**src/rtl/microseq_addr_ctrl.sv**
```systemverilog
// -----------------------------------------------------------------------------
// microseq_addr_ctrl
//
// Microprogram sequencer for the microprogrammed RISC-V control unit. Holds the
// registered micro-PC (upc) and picks the next micro-address every clock from:
// sequential increment, one of NUM_DISP runtime-loadable opcode dispatch tables,
// fetch, absolute jump, conditional branch, call/return through an internal
// LIFO return stack, or hold.
//
// Optional build macro:
//   MSEQ_ILLEGAL_TRAP_EN - a dispatch miss goes to TRAP_ADDR instead of
//                          FETCH_ADDR (disp_miss is set in both builds).
//
// Ports:
//   clk, rst    clock; asynchronous active-high reset
//   stall       1 = hold upc, stack and sticky flags (table writes still occur)
//   op          opcode of the current instruction (dispatch index)
//   ctl         address-control field: SEQ/DISP/FETCH/JUMP/BRANCH/CALL/RET/HOLD
//   disp_sel    dispatch table used when ctl=DISP
//   target      jump/branch/call target
//   cond        branch condition
//   tbl_we      dispatch table write enable
//   tbl_sel     table written
//   tbl_idx     entry written
//   tbl_data    entry value (the write also marks the entry valid)
//   upc         current micro-address (registered)
//   sp          return-stack occupancy
//   stack_ovf   sticky: CALL while stack full
//   stack_unf   sticky: RET while stack empty
//   disp_miss   sticky: DISP hit an invalid entry or a nonexistent table
// -----------------------------------------------------------------------------
module microseq_addr_ctrl #(
   parameter  int ADDR_W      = 6,
   parameter  int OP_W        = 7,
   parameter  int NUM_DISP    = 2,
   parameter  int STACK_DEPTH = 4,
   parameter  int FETCH_ADDR  = 0,
   parameter  int TRAP_ADDR   = 2**ADDR_W - 1,
   localparam int SEL_W       = (NUM_DISP > 1) ? $clog2(NUM_DISP) : 1,
   localparam int SP_W        = $clog2(STACK_DEPTH + 1)
) (
   input  logic              clk,
   input  logic              rst,
   input  logic              stall,
   input  logic [OP_W-1:0]   op,
   input  logic [2:0]        ctl,
   input  logic [SEL_W-1:0]  disp_sel,
   input  logic [ADDR_W-1:0] target,
   input  logic              cond,
   input  logic              tbl_we,
   input  logic [SEL_W-1:0]  tbl_sel,
   input  logic [OP_W-1:0]   tbl_idx,
   input  logic [ADDR_W-1:0] tbl_data,
   output logic [ADDR_W-1:0] upc,
   output logic [SP_W-1:0]   sp,
   output logic              stack_ovf,
   output logic              stack_unf,
   output logic              disp_miss
);

   typedef enum logic [2:0] {
      CTL_SEQ    = 3'd0,
      CTL_DISP   = 3'd1,
      CTL_FETCH  = 3'd2,
      CTL_JUMP   = 3'd3,
      CTL_BRANCH = 3'd4,
      CTL_CALL   = 3'd5,
      CTL_RET    = 3'd6,
      CTL_HOLD   = 3'd7
   } ctl_e;

   localparam int IDX_W   = (STACK_DEPTH > 1) ? $clog2(STACK_DEPTH) : 1;
   localparam int ENTRIES = 2**OP_W;

   localparam logic [ADDR_W-1:0] FETCH_A = ADDR_W'(FETCH_ADDR);
   localparam logic [SP_W-1:0]   SP_FULL = SP_W'(STACK_DEPTH);
`ifdef MSEQ_ILLEGAL_TRAP_EN
   localparam logic [ADDR_W-1:0] MISS_A  = ADDR_W'(TRAP_ADDR);
`else
   localparam logic [ADDR_W-1:0] MISS_A  = FETCH_A;
`endif

   // Elaboration-time parameter sanity checks.
   if (NUM_DISP < 1)                    begin : g_bad_disp  $error("NUM_DISP must be >= 1");           end
   if (STACK_DEPTH < 1)                 begin : g_bad_depth $error("STACK_DEPTH must be >= 1");        end
   if (TRAP_ADDR >= 2**ADDR_W)          begin : g_bad_trap  $error("TRAP_ADDR exceeds address range"); end

   // Storage
   logic [ADDR_W-1:0]                 tbl_mem [NUM_DISP][ENTRIES];
   logic [ADDR_W-1:0]                 stk_mem [STACK_DEPTH];
   logic [NUM_DISP-1:0][ENTRIES-1:0]  valid_q, valid_d;

   logic [ADDR_W-1:0] upc_q, upc_d;
   logic [SP_W-1:0]   sp_q, sp_d;
   logic              ovf_q, ovf_d;
   logic              unf_q, unf_d;
   logic              miss_q, miss_d;

   logic              push_en;
   logic [ADDR_W-1:0] upc_inc;
   logic [IDX_W-1:0]  push_idx, pop_idx;
   logic              disp_sel_ok, tbl_sel_ok, disp_hit;

   assign upc_inc     = upc_q + ADDR_W'(1);
   assign push_idx    = sp_q[IDX_W-1:0];
   assign pop_idx     = IDX_W'(sp_q - SP_W'(1));
   assign disp_sel_ok = int'(disp_sel) < NUM_DISP;
   assign tbl_sel_ok  = int'(tbl_sel) < NUM_DISP;
   assign disp_hit    = disp_sel_ok && valid_q[disp_sel][op];

   always_comb begin
      // NOTE: every combinational output gets a default first so no path can infer a latch.
      upc_d   = upc_q;
      sp_d    = sp_q;
      ovf_d   = ovf_q;
      unf_d   = unf_q;
      miss_d  = miss_q;
      valid_d = valid_q;
      push_en = 1'b0;

      // Table writes ignore stall; a same-cycle DISP still reads the old valid bit.
      if (tbl_we && tbl_sel_ok) valid_d[tbl_sel][tbl_idx] = 1'b1;

      if (!stall) begin
         // Unlisted or X ctl falls through to default and holds upc.
         case (ctl)
            CTL_SEQ:    upc_d = upc_inc;
            CTL_DISP: begin
               if (disp_hit) begin
                  upc_d = tbl_mem[disp_sel][op];
               end else begin
                  upc_d  = MISS_A;
                  miss_d = 1'b1;
               end
            end
            CTL_FETCH:  upc_d = FETCH_A;
            CTL_JUMP:   upc_d = target;
            CTL_BRANCH: upc_d = cond ? target : upc_inc;
            CTL_CALL: begin
               upc_d = target;
               if (sp_q == SP_FULL) begin
                  ovf_d = 1'b1;
               end else begin
                  push_en = 1'b1;
                  sp_d    = sp_q + SP_W'(1);
               end
            end
            CTL_RET: begin
               if (sp_q == '0) begin
                  upc_d = FETCH_A;
                  unf_d = 1'b1;
               end else begin
                  upc_d = stk_mem[pop_idx];
                  sp_d  = sp_q - SP_W'(1);
               end
            end
            default:    upc_d = upc_q;
         endcase
      end
   end

   // NOTE: sequential state uses non-blocking assignments so all flops see pre-edge values.
   always_ff @(posedge clk or posedge rst) begin
      if (rst) begin
         upc_q   <= FETCH_A;
         sp_q    <= '0;
         ovf_q   <= 1'b0;
         unf_q   <= 1'b0;
         miss_q  <= 1'b0;
         valid_q <= '0;
      end else begin
         upc_q   <= upc_d;
         sp_q    <= sp_d;
         ovf_q   <= ovf_d;
         unf_q   <= unf_d;
         miss_q  <= miss_d;
         valid_q <= valid_d;
      end
   end

   // NOTE: table and stack storage are not reset; valid bits and sp guard every read.
   always_ff @(posedge clk) begin
      if (tbl_we && tbl_sel_ok) tbl_mem[tbl_sel][tbl_idx] <= tbl_data;
      if (push_en)              stk_mem[push_idx]         <= upc_inc;
   end

   assign upc       = upc_q;
   assign sp        = sp_q;
   assign stack_ovf = ovf_q;
   assign stack_unf = unf_q;
   assign disp_miss = miss_q;

endmodule

```
**config.mk**
```make
export PLATFORM = sky130hd
export DESIGN_NAME = microseq_addr_ctrl
export DESIGN_NICKNAME = d
export VERILOG_FILES = /design/src/rtl/microseq_addr_ctrl.sv
export SDC_FILE = /design/constraint.sdc
export NUM_CORES = 2
export LEC_CHECK = 0
export ABC_AREA = 1
export BUFFER_PORTS_ARGS = -buffer_cell sky130_fd_sc_hd__buf_4
export CAP_MARGIN = 25
export CORE_AREA = 2 2 420 734
export CTS_BUF_LIST = sky130_fd_sc_hd__clkbuf_16
export DETAILED_ROUTE_END_ITERATION = 8
export DIE_AREA = 0 0 422 736
export SLEW_MARGIN = 20
export SYNTH_ARGS = -nofsm -noshare
export SYNTH_HDL_FRONTEND = slang
export SYNTH_SLANG_ARGS = --single-unit
```
**constraint.sdc**
```tcl
create_clock -name clk -period 7.6 [get_ports clk]
set_input_delay 0.38 -clock clk [delete_from_list [all_inputs] [get_ports clk]]
set_output_delay 0.38 -clock clk [all_outputs]
set_load 0.005 [all_outputs]
```
### Word-level counts from Yosys, hierarchy flattened

Memory sizes are Yosys's and may differ from the RTL's.
Index checks and enable logic that the tools add are counted.
Widths: inputs -> output; s select.

* bits in registers: 268
* output and inout port bits: 12
* memory bits (writable): 1560
* memories kept: 2

* multiplexer cells: 27
* bitwise gates (word level): 5
* reductions and logical operators: 13
* order comparisons: 9
* add/subtract/negate cells: 3
* equal/unequal tests: 9

Memory list
* tbl_mem: words 2, width 768, read ports 1, clocked after Yosys merged registers in 0, wr ports 1, line 89 `logic [ADDR_W-1:0] tbl_mem [NUM_DISP][ENTRIES];`
* stk_mem: words 4, width 6, read ports 1, clocked after Yosys merged registers in 0, wr ports 1, line 90 `logic [ADDR_W-1:0] stk_mem [STACK_DEPTH];`

Operators with widths (number)
* $mux 768: 1
* $mux 128: 3
* $or 256x256->256: 1
* $demux 128 s1: 1
* $bmux 6 s7: 1
* $demux 6 s7: 1
* $mux 6: 6
* $pmux 6 s6: 1
* $ge 8x8->1 const B: 2
* $lt 7x8->1 const B: 2
* $not 7->8: 2
* $eq 3x3->1 const B: 4
* $reduce_and 3->1: 3
* $lt 8x1->1 const B: 1
* $mux 1: 8
* $bmux 1 s7: 1
* $demux 1 s7: 1
* $ge 7x1->1 const B: 1
* $add 6x1->6 const B: 1
* $eq 3x2->1 const B: 2
* $logic_not 3->1: 2
* $mux 3: 2
* $pmux 3 s2: 1
* $reduce_bool 6->1: 1
* 12 further kinds: 17

### Longest topological paths before layout

* depth in word-level cells: 7
* gate-level depth with buffers: 19

### Worst setup path after synthesis

Ideal clock, no wire load.

* kind: input to register
* start: in tbl_we
* end: mem tbl_mem[0][288] (netlist bit) (enable)
* path slack: 5.585 ns
* data arrival time: 1.661 ns
* data required time: 7.246 ns
* stages on the path: 5
* cells stage by stage: clkbuf_1 inv_1 nor3_1 nand2_1 nor2_1

* word-level cells in the longest chain between the ends: 2

RTL lines
* from (decl): line 50 `input logic tbl_we,`
* $mux 1: line 183 `if (tbl_we && tbl_sel_ok) tbl_mem[tbl_sel][tbl_idx] <= tbl_data;`
* $mux 768 (not written as such): line 183
* to (decl): line 89

No other way between the ends.

### Final worst setup path

* start: in disp_sel
* end: reg upc_q[0] (netlist: upc[0])

* word-level cells in the longest chain between the ends: 6
* elaborated cells between the ends (all ways): 10
* those cells by class: mux: 9; memory: 1

RTL lines
* from (decl): line 47 `input logic [SEL_W-1:0] disp_sel,`
* $mem_v2 2x768 or $mux 128 (tied branches)
* $bmux 6 s7 or $mux 128 (tied branches): line 130, 109
* $mux 6 (not written as such) or $bmux 1 s7 (tied branches): line 130, 109
* $mux 6 (not written as such) or $mux 1 (tied branches): line 130, 109
* $mux 6 (*): line 129 `if (disp_hit) begin`
* $pmux 6 s6 (*): line 126 `case (ctl)`
* to (signal assigned): line 172 `upc_q <= upc_d;`
* to (decl): line 93 `logic [ADDR_W-1:0] upc_q, upc_d;`

Every way passes the cells marked *; elsewhere a longest branch is shown, timed or not. The select of a mux whose other input is x is not followed.
A chain may end at the register's enable or synchronous reset.

==> results.tsv <==
stage	metric	value	unit
outcome	outcome	finished, final reports clean	
cells_and_area	register area	53600	um^2
routing	via density per instance	4.64	
setup_path	reg2reg setup slack	4.32	ns
synthesis	Synth cell types	28	
floorplan	Die Y	736	um
setup_path	crit path max fanout	213	
sta	Final setup viols	0	
clocking	clock transition at the registers of the reported paths	0.06	ns
synthesis	Post-synth EDFFs	1560	
routing	DRC Markers	0	
setup_path	CP Launch Type	input port	
clocking	H-Tree Level Count	4	
worst_hold_path	min-delay worst type	in -> reg	
setup_path	CP startpoint	disp_sel	
setup_path	CP arrival	5.18	ns
sta	clk_skew	0.0686	ns
worst_hold_path	WHS Endpoint	tbl_mem[0][760]$_DFFE_PP_	
cells_and_area	Layout area overhead	12.0	%
synthesis	ys async rst share	14.7	%
placement	dpl ws	3.11	ns
clocking	CTS Buf Count	166	
clocking	deepest clock path buffer count	4	
synthesis	Net Count, Synth	6810	
synthesis	post-synth top area share	61.8	%
cells_and_area	fillcell total	31400	
synthesis	sequential share of the synthesized area	70.6	%
global_routing	total gr overflow	0	
routing	Vias	50100	
placement	detailed placement HPWL	125	mm
setup_path	CP max stage delay	0.76	ns
setup_path	r2r startpoint	sp[0]$_DFFE_PP0P_	
synthesis	top cells by area, synth	edfxtp_1 62%, nand3_1 11%, nand2_1 10%	
clocking	CTS hold repair buffers	12	
global_routing	largest net degree at the start of global routing	214	
sta	Fin. Hold Viols	0	
sta	RSZ-0062 raised after global routing	false	
sta	Fmax	224	MHz
global_routing	vias in the first global route	50000	
synthesis	Avg Inst Size Synth	11.2	um^2
sta	TNS Setup	0	ns
setup_path	WS Path Type	in -> reg	
cells_and_area	area of the multi-input gates	19700	um^2
floorplan	die area	311000	um^2
routing	drt initial violations	4180	
sta	Final Critical Period	4.46	ns
setup_path	Critical Path RT	8.32	ns
routing	DR pass1 iterations	5	
sta	Pins Over Slew Limit	0	
global_routing	first-pass GRT wire length	319	mm
clocking	Sink Count	1828	
floorplan	Core ar.	304000	um^2
synthesis	Synth Flop Type	edfxtp_1	
routing	Avg WL per Cell	19.9	um
placement	gpl congestion	0.836	
worst_hold_path	Min-Delay Path Depth	1	
placement	# port buffers	47	
sta	Least-Margin Pin Slew	1.12	ns
sta	max_slew headroom	25.6	%
synthesis	Syn Std Cell Area	75800	um^2
cells_and_area	layout cells sized above 1	8.72	%
routing	final wirelength	215	mm
synthesis	Synth Instances	6768	
setup_path	CP cell instances	buf_8 > inv_16 > buf_12 > nand2_1 > nand3_1 > nand3_1 > nand3_1 > nand3_1 > nand2_1 > nand2_1 > nand3_1 > nand3_1 > nand2_1 > nand3_1 > nand2_1 > nand2_1 > dlygate4sd3_1 > nand2_1	
floorplan	IO Count	48	
clocking	Root Driver	clkbuf_16	
pwr	pwr dens	246	nW/um^2
setup_path	Crit-path slowest cell	buf_12	
flow_run	Max-cap violations	0	
clocking	CTS tree	done	
cells_and_area	final net count	6665	
setup_path	Critical R2R Capture	upc[0]$_DFFE_PP0P_	
clocking	post-CTS sizing	0	
setup_path	FF-to-FF path depth	10	
routing	post-route ant nets	0	
floorplan	# rows	268	
global_routing	gr usage total	13.3	%
global_routing	initial antenna violation count	11	
synthesis	Synth Register Bits	1828	
synthesis	top cell type by total area after synthesis	edfxtp_1	
setup_path	Critical Path Sink Type	register	
clocking	Setup Fix Bufs, Post-CTS	0	
floorplan	Initial Util	24.9	%
worst_hold_path	min-delay src	tbl_data[4]	
sta	crit share post-route	58.7	%
pwr	P_leak	31.3	nW
synthesis	Warnings, synthesis	0	
pwr	Worst VDD drop	0.202	mV
floorplan	Die X	422	um
sta	setup slack after layout	3.14	ns
clocking	Clk Latency, worst-skew pair	0.85	ns
==> metrics by stage <==
step	instance area, um^2	utilization [%]	cells	hold WS (ns)	power [mW]
after floorplan	75800	-	6768	0.424	12.3
after global placement	79700	26.2	10500	0.443	13.0
after detailed placement	79700	26.2	10500	0.450	13.0
after CTS	84900	27.9	10800	0.0105	21.1
after global routing	84900	27.9	10800	0.0340	21.5
final	85000	27.9	10800	0.0198	20.9
==> sequential cells by signal, summed over array words and instances, names as in the netlist <==
name / cells
stack_unf: 1
stack_ovf: 1
tbl_mem: 1536
upc: 6
stk_mem: 24
sp: 3
disp_miss: 1
valid_q: 256
==> where the power goes <==
| group | switching, mW | internal, mW |
|---|---|---|
| Clock | 3.72 | 4.37 |
| Sequential | 0.0940 | 11.0 |
| Combinational | 1.22 | 0.463 |
| Total | 5.03 | 15.9 |
==> Yosys cell counts (8+ instances only) <==
| cell type | number |
|---|---|
| nor3_1 | 13 |
| a21oi_1 | 8 |
| o21ai_0 | 21 |
| dfrtp_1 | 268 |
| buf_2 | 176 |
| or2_2 | 255 |
| inv_1 | 48 |
| nand2_1 | 2091 |
| buf_4 | 81 |
| buf_6 | 19 |
| buf_1 | 45 |
| nor2_1 | 304 |
| clkbuf_1 | 108 |
| edfxtp_1 | 1560 |
| nand3_1 | 1733 |
==> per-layer routing <==
metal | track usage (%) | up-vias | wire length [um]
met3 | 1.69 | 533 | 11000
met5 | 0 | - | 71
li1 | - | 23200 | -
met2 | 24.6 | 1745 | 112000
met1 | 13.9 | 24700 | 75700
met4 | 9.36 | 10 | 16100
==> placed cells by master (no fill, tap or decap), types with 31 or more instances in the layout <==
cell / n
nand2_1: 2091
nand3_1: 1733
edfxtp_1: 1560
nor2_1: 303
dfrtp_1: 268
or2_2: 255
clkbuf_16: 168
inv_1: 91
buf_4: 76
clkinv_1: 31
==> worst max-delay path, delay by kind of cell <==
family | cells | cell delay (ns)
buffers and inverters | 4 | 2.07
and+or+nand+nor | 14 | 2.06
==> worst max-delay path by stage <==
stage / slack (ns) / to / cells after the start
final: 3.14 / upc[0]$_DFFE_PP0P_ / 18
after global routing: 3.01 / upc[0]$_DFFE_PP0P_ / 18
after CTS: 3.42 / upc[0]$_DFFE_PP0P_ / 18
after detailed placement: 3.11 / upc[5]$_DFFE_PP0P_ / 17
after global placement: 3.13 / upc[5]$_DFFE_PP0P_ / 17
after floorplan: 3.68 / disp_miss$_DFFE_PP0P_ / 1
==> cell families after synthesis <==
| family | Yosys count | share of synthesized area (%) |
|---|---|---|
| AOI/OAI and AO/OA | 46 | 0.355 |
| and+or+nand+nor | 4397 | 25.5 |
| DFF | 1828 | 70.6 |
| buffers and inverters | 484 | 3.34 |
| xor gates and xnor gates | 7 | 0.0809 |
| adders and majority gates | 6 | 0.0990 |
==> layout make-up <==
| cell class | instances | area share (%) |
|---|---|---|
| clock inverter | 128 | 1.05 |
| tap | 4050 | 5.96 |
| multi-input combinational | 4456 | 23.2 |
| timing repair buffer | 119 | 1.48 |
| clock buffer | 168 | 4.95 |
| antenna | 5 | 0.0147 |
| sequential | 1828 | 63.0 |
| inverter | 52 | 0.280 |
Power figures use the tool's default switching activity.
